**config.mk**
```make
export PLATFORM = sky130hd
export DESIGN_NAME = contador_modos_flat
export DESIGN_NICKNAME = d
export VERILOG_FILES = /design/src/rtl/contador_modos_if.sv /design/src/rtl/contador_modos.sv /design/src/flat_wrapper.sv
export SDC_FILE = /design/constraint.sdc
export NUM_CORES = 1
export LEC_CHECK = 0
export CORE_AREA = 3 3 40 42
export DETAILED_ROUTE_END_ITERATION = 16
export DIE_AREA = 0 0 43 45
export PLACE_DENSITY_LB_ADDON = 0.25
export SETUP_SLACK_MARGIN = 0.2
export SKIP_CTS_REPAIR_TIMING = 1
export SYNTH_ARGS = -nofsm -noshare
export SYNTH_HDL_FRONTEND = slang
export SYNTH_SLANG_ARGS = --single-unit
```
**constraint.sdc**
```tcl
create_clock -name CLK -period 1.4 [get_ports CLK]
set_input_delay 0.21 -clock CLK [delete_from_list [all_inputs] [get_ports CLK]]
set_output_delay 0.21 -clock CLK [all_outputs]
set_load 0.02 [all_outputs]
```
**src/rtl/contador_modos_if.sv**
```systemverilog
// Data/control bundle for contador_modos: enable, mode select and load value in,
// registered count and ripple-carry flag out.
interface contador_modos_if;
  logic       ENB;
  logic [1:0] MODO;
  logic [3:0] D;
  logic [3:0] Q;
  logic       RCO;

  modport master (output ENB, output MODO, output D, input Q, input RCO);
  modport slave  (input ENB, input MODO, input D, output Q, output RCO);
endinterface

```
**src/rtl/contador_modos.sv**
```systemverilog
// 4-bit multi-mode counter (up, down-1, down-3, parallel load) with a one-cycle RCO pulse.
// Define CONTADOR_DOWN3_EN to enable the down-by-3 mode; otherwise MODO=10 holds.
module contador_modos (
  input  logic           CLK,
  input  logic           RST,
  contador_modos_if.slave bus
);

  typedef enum logic [1:0] {
    MODE_UP    = 2'b00,
    MODE_DOWN1 = 2'b01,
    MODE_DOWN3 = 2'b10,
    MODE_LOAD  = 2'b11
  } modo_e;

  logic [3:0] q_q, q_d;
  logic       rco_q, rco_d;
  logic [4:0] arith;

  // Bit 4 of the widened result is the carry/borrow out of the 4-bit range.
  // Unknown or unused mode codes fall to the default and behave as a hold.
  always_comb begin
    q_d   = q_q;
    rco_d = 1'b0;
    arith = 5'd0;
    if (bus.ENB) begin
      case (bus.MODO)
        MODE_UP: begin
          arith = {1'b0, q_q} + 5'd1;
          q_d   = arith[3:0];
          rco_d = arith[4];
        end
        MODE_DOWN1: begin
          arith = {1'b0, q_q} - 5'd1;
          q_d   = arith[3:0];
          rco_d = arith[4];
        end
`ifdef CONTADOR_DOWN3_EN
        MODE_DOWN3: begin
          arith = {1'b0, q_q} - 5'd3;
          q_d   = arith[3:0];
          rco_d = arith[4];
        end
`endif
        MODE_LOAD: begin
          q_d   = bus.D;
          rco_d = 1'b0;
        end
        default: begin
          q_d   = q_q;
          rco_d = 1'b0;
        end
      endcase
    end
  end

  always_ff @(posedge CLK) begin
    if (RST) begin
      q_q   <= 4'd0;
      rco_q <= 1'b0;
    end else begin
      q_q   <= q_d;
      rco_q <= rco_d;
    end
  end

  assign bus.Q   = q_q;
  assign bus.RCO = rco_q;

endmodule

```
**src/flat_wrapper.sv**
```systemverilog
// flat-port wrapper written by rule: the top's interface ports become plain ports
module contador_modos_flat 
  (CLK, RST, bus_ENB, bus_MODO, bus_D, bus_Q, bus_RCO);
  contador_modos_if bus_i ();
  input  logic CLK;
  input  logic RST;
  input wire logic [$bits(bus_i.ENB)-1:0] bus_ENB;
  input wire logic [$bits(bus_i.MODO)-1:0] bus_MODO;
  input wire logic [$bits(bus_i.D)-1:0] bus_D;
  output wire logic [$bits(bus_i.Q)-1:0] bus_Q;
  output wire logic [$bits(bus_i.RCO)-1:0] bus_RCO;
  assign bus_i.ENB = bus_ENB;
  assign bus_i.MODO = bus_MODO;
  assign bus_i.D = bus_D;
  assign bus_Q = bus_i.Q;
  assign bus_RCO = bus_i.RCO;
  contador_modos u_core (.CLK(CLK), .RST(RST), .bus(bus_i));
endmodule
```
# After elaboration in Yosys (flattened, before gate mapping)
# Cells that the tools add are included.
[op_classes]
eq_ne = 2
bitwise = 1
reduce_logical = 4
addsub = 2
muxes = 2
[ops]
columns = ["cell", "count"]
rows = [
  ["$pmux 4 s3", 1],
  ["$add 4x1->5 const B", 1],
  ["$sub 4x1->5 const B", 1],
  ["$reduce_bool 3->1", 1],
  ["$eq 2x1->1 const B", 1],
  ["$eq 2x2->1 const B", 1],
  ["$logic_not 2->1", 1],
  ["$pmux 1 s2", 1],
  ["$reduce_and 2->1", 1],
  ["$reduce_or 2->1", 1],
  ["$not 1->1", 1],
]
[totals]
register_bits = 5
word_cells = 13
out_inout_bits = 5
input_bits = 9

# Depth between registers and ports, before layout
[logic_depth]
word_depth = 3
mapped_depth = 6
mapped_depth_nobuf = 6

# Worst setup path before layout
# OpenSTA, ideal clock, no wires.
[synth_timing]
path_type = "register to register"
startpoint = "register u_core.q_q[0] (netlist: u_core.bus.Q[0])"
endpoint = "register u_core.q_q[1] (netlist: u_core.bus.Q[1])"
required_time_ns = 1.266
slack_ns = -0.063
synth_period_minus_slack_ns = 1.463
arrival_time_ns = 1.328
path_stages_with_launch = 6
cell_sequence = "dfxtp_1 -> inv_1 -> ha_1 -> or3_1 -> o21ai_0 -> a221oi_1"
[synth_via]
elab_chain_len = 2
elab_cells_between_ends = 3
classes_between = "add/sub (2); mux (1)"
[synth_rtl]
columns = ["element", "line", "text"]
rows = [
  ["start, declared", "contador_modos.sv:16", "logic [3:0] q_q, q_d;"],
  ["start signal, assigned", "contador_modos.sv:62", "q_q <= q_d;"],
  ["$sub 4x1->5 / $add 4x1->5 (equally long branches)", "contador_modos.sv:34, contador_modos.sv:29", ""],
  ["$pmux 4 s3 *", "contador_modos.sv:27", "case (bus.MODO)"],
]
# Every way passes the cells marked *; elsewhere a longest branch is shown, timed or not.
# A chain may end at the register's enable or synchronous reset.

# Final worst setup path
[layout_timing]
startpoint = "register u_core.q_q[0] (netlist: u_core.bus.Q[0])"
endpoint = "register u_core.q_q[2] (netlist: u_core.bus.Q[2])"
# The elaborated chain is that of the path after synthesis.

==> results.json <==
{
  "outcome": "finished clean",
  "num_rows": 13,
  "ant_nets": 0,
  "firstDrtPassIters": 4,
  "grt-ovfl-total": 0,
  "start_util_pct": 28.3,
  "gp_congestion": 0.874,
  "seqPwrFrac_pct": 32.9,
  "nNetsFinal": 78,
  "sw_frac_of_total_pct": 29.9,
  "synth.avg_cell_area_sq_um": 8.09,
  "cts_tree": "done",
  "start_kind": "flop",
  "hold_path.class": "in2reg",
  "crit_path_max_fanout": 6,
  "critPathCaptureType": "flop",
  "hold_viol_final": 0,
  "cts_max_path_buffers": 2,
  "portBuffers": 13,
  "n_antenna_cell": 0,
  "power.leakage_nw": 0.325,
  "drt_iter0_markers": 7,
  "drt_wl_total_microns": 974,
  "reg2reg_setup_slack_ns": 0.17,
  "powerDensity_nw_per_um2": 823,
  "peakVddDrop_v": 0.000286,
  "drc": 0,
  "ys_ff_latch": 5,
  "min_to": "u_core.bus.Q[2]$_SDFFE_PP0P_",
  "power_frac_comb_pct": 33.2,
  "cts_buffers": 3,
  "fp.dieW_microns": 43,
  "yosys_warnings": 0,
  "power.share.clock_pct": 33.9,
  "fin_crit_ns": 1.23,
  "whs_ns": 0.536,
  "grt_usage_pct": 10.7,
  "cellInternalPower_mw": 0.354,
  "min-delay-start": "bus_MODO[0]",
  "skew_ns": 0.00234,
  "clk_pin_slew_ns": 0.05,
  "core_area_sq_um": 1280,
  "die-area_sq_um": 1940,
  "reg2regPathDepth": 4,
  "worst_slew_pin_slew_ns": 0.280,
  "path_class": "reg2reg",
  "rsz0062_at_grt": "true",
  "grt_antenna_before_repair": 0,
  "whs_path_depth": 4,
  "maxCapViolCount": 0,
  "dr_total_vias": 411,
  "grt_max_degree": 9,
  "layout_setup_ws_ns": 0.171,
  "netlist_instances": 45,
  "postSynthNetCount": 56,
  "synthTopCellsByArea": "dfxtp_1 (27%), ha_1 (6.9%), inv_1 (6.2%), o21ai_0 (5.5%), a2bb2oi_1 (4.8%)",
  "drive_above_1_share_pct": 24.2,
  "fin_util_pct": 47.8,
  "synth_area_sq_um": 364,
  "io_pins": 14,
  "finalSetupViolations": 0,
  "synth_top_cell_by_area": "dfxtp_1",
  "slew_viol_final": 0,
  "die_h_microns": 45,
  "slew_headroom_pct": 81.1,
  "clkSinkCount": 5,
  "fill_cells": 134,
  "grt_pass1_vias": 362,
  "synth-seq-area-share_pct": 27.5,
  "place_ws_ns": -0.146,
  "r2r_end": "u_core.bus.Q[2]$_SDFFE_PP0P_",
  "wl_per_cell_microns": 12.0,
  "root_buffer": "clkbuf_4",
  "cp.arrival_ns": 1.37,
  "cp.required_ns": 1.54,
  "post-route-period-util_pct": 87.8,
  "via_per_inst": 5.07,
  "tns_ns": 0,
  "reg2reg_from": "u_core.bus.Q[0]$_SDFFE_PP0P_",
  "grt_first_pass_wirelength_mm": 1.50,
  "p_sw_mw": 0.151,
  "clock_latency_ns": 0.25,
  "fmax_mhz": 814,
  "dpl.hpwl_microns": 726,
  "syn_to_final_growth_pct": 68.7,
  "htreeDepth": 1,
  "yosys.area.top_type_share_pct": 27.5,
  "ys_types": 25
}
-- logic make-up (layout without fill, tap and decap cells) --
logic type	Yosys count	after routing	share of synthesized area, %
buffers and inverters	7	28	7.56
and+or+nand+nor	14	14	22.3
adders and majority gates	2	2	6.87
DFF	5	5	27.5
xor gates and xnor gates	2	2	4.81
AOI/OAI and AO/OA	15	15	30.9
-- cell usage in the layout, fill, tap and decap left out, drive strengths merged --
cell | Yosys | final
nor2 | 1 | 1
nor3 | 2 | 2
inv | 6 | 6
xnor2 | 2 | 2
nor2b | 2 | 2
a311oi | 2 | 2
clkdlybuf4s50 | 0 | 7
nand2b | 1 | 1
and2b | 1 | 1
a21oi | 2 | 2
clkbuf | 0 | 4
a221oi | 1 | 1
nand3 | 2 | 2
or3 | 1 | 1
buf | 1 | 5
o221ai | 1 | 1
a2bb2oi | 2 | 2
dfxtp | 5 | 5
nor4b | 1 | 1
nand2 | 3 | 3
o21ai | 5 | 5
a32o | 1 | 1
dlymetal6s2s | 0 | 6
a41oi | 1 | 1
ha | 2 | 2
-- area by class of cell --
cell class	count	area, sq um	share of cell area [%]
multi-input cells	33	254	41.3
repair buffers	18	183	29.7
flip-flops and latches	5	108	17.5
clock buffers	4	26.3	4.28
inverters	6	25.0	4.07
well taps	15	18.8	3.05
-- power groups by stage --
stage | clock network, mW | logic, mW | registers, mW
after CTS | 0.181 | 0.162 | 0.168
after detailed placement | 0 | 0.161 | 0.171
after global routing | 0.186 | 0.183 | 0.167
after global placement | 0 | 0.160 | 0.170
final | 0.171 | 0.168 | 0.166
after floorplan | 0 | 0.0774 | 0.183
-- synthesized netlist by cell type --
master,number
a21oi_1,2
a32o_1,1
inv_1,6
a311oi_1,1
nor2_1,1
nand3_1,2
o221ai_1,1
or3_1,1
a311oi_2,1
a41oi_1,1
o21ai_0,4
dfxtp_1,5
nor4b_1,1
a221oi_1,1
a2bb2oi_1,2
nor3_2,1
nor3_1,1
ha_1,2
and2b_1,1
nand2_1,3
nand2b_1,1
xnor2_1,2
buf_2,1
o21ai_1,1
nor2b_1,2
-- critical path, cell delays in order (launching register included) --
cell and delay (ns):
dfxtp_4 0.38, ha_1 0.21, nor2b_1 0.14, o221ai_1 0.12, a32o_1 0.27
-- routing by layer --
| metal | up-vias | global-route usage, % | wire length, microns |
|---|---|---|---|
| met4 | 0 | 9.04 | 24 |
| met3 | 2 | 1.20 | 46 |
| met1 | 189 | 12.5 | 441 |
| met5 | - | 0 | 0 |
| li1 | 208 | - | - |
| met2 | 12 | 17.7 | 462 |
-- flip-flops by register name (all words and copies together), names as in the netlist --
signal / cells
u_core.bus.RCO: 1
u_core.bus.Q: 4
-- worst max path at each step --
stage | from | end | slack (ns) | cells past startpoint
after floorplan | u_core.bus.Q[1]$_SDFFE_PP0P_ | u_core.bus.Q[1]$_SDFFE_PP0P_ | 0.17 | 5
after global placement | bus_MODO[0] | u_core.bus.Q[2]$_SDFFE_PP0P_ | -0.11 | 5
final | u_core.bus.Q[0]$_SDFFE_PP0P_ | u_core.bus.Q[2]$_SDFFE_PP0P_ | 0.17 | 4
after detailed placement | bus_MODO[0] | u_core.bus.Q[2]$_SDFFE_PP0P_ | -0.15 | 5
after CTS | u_core.bus.Q[2]$_SDFFE_PP0P_ | bus_Q[2] | -0.17 | 1
after global routing | bus_MODO[1] | u_core.bus.Q[2]$_SDFFE_PP0P_ | 0.08 | 5
-- through the flow --
step                cell area [sq um]  std cells  power (mW)
global placement                  553         75       0.330
global route                      614         81       0.535
floorplan                         387         45       0.260
finish                            614         81       0.506
detailed placement                553         75       0.331
CTS                               579         79       0.511
(Power assumes the default switching activity.)
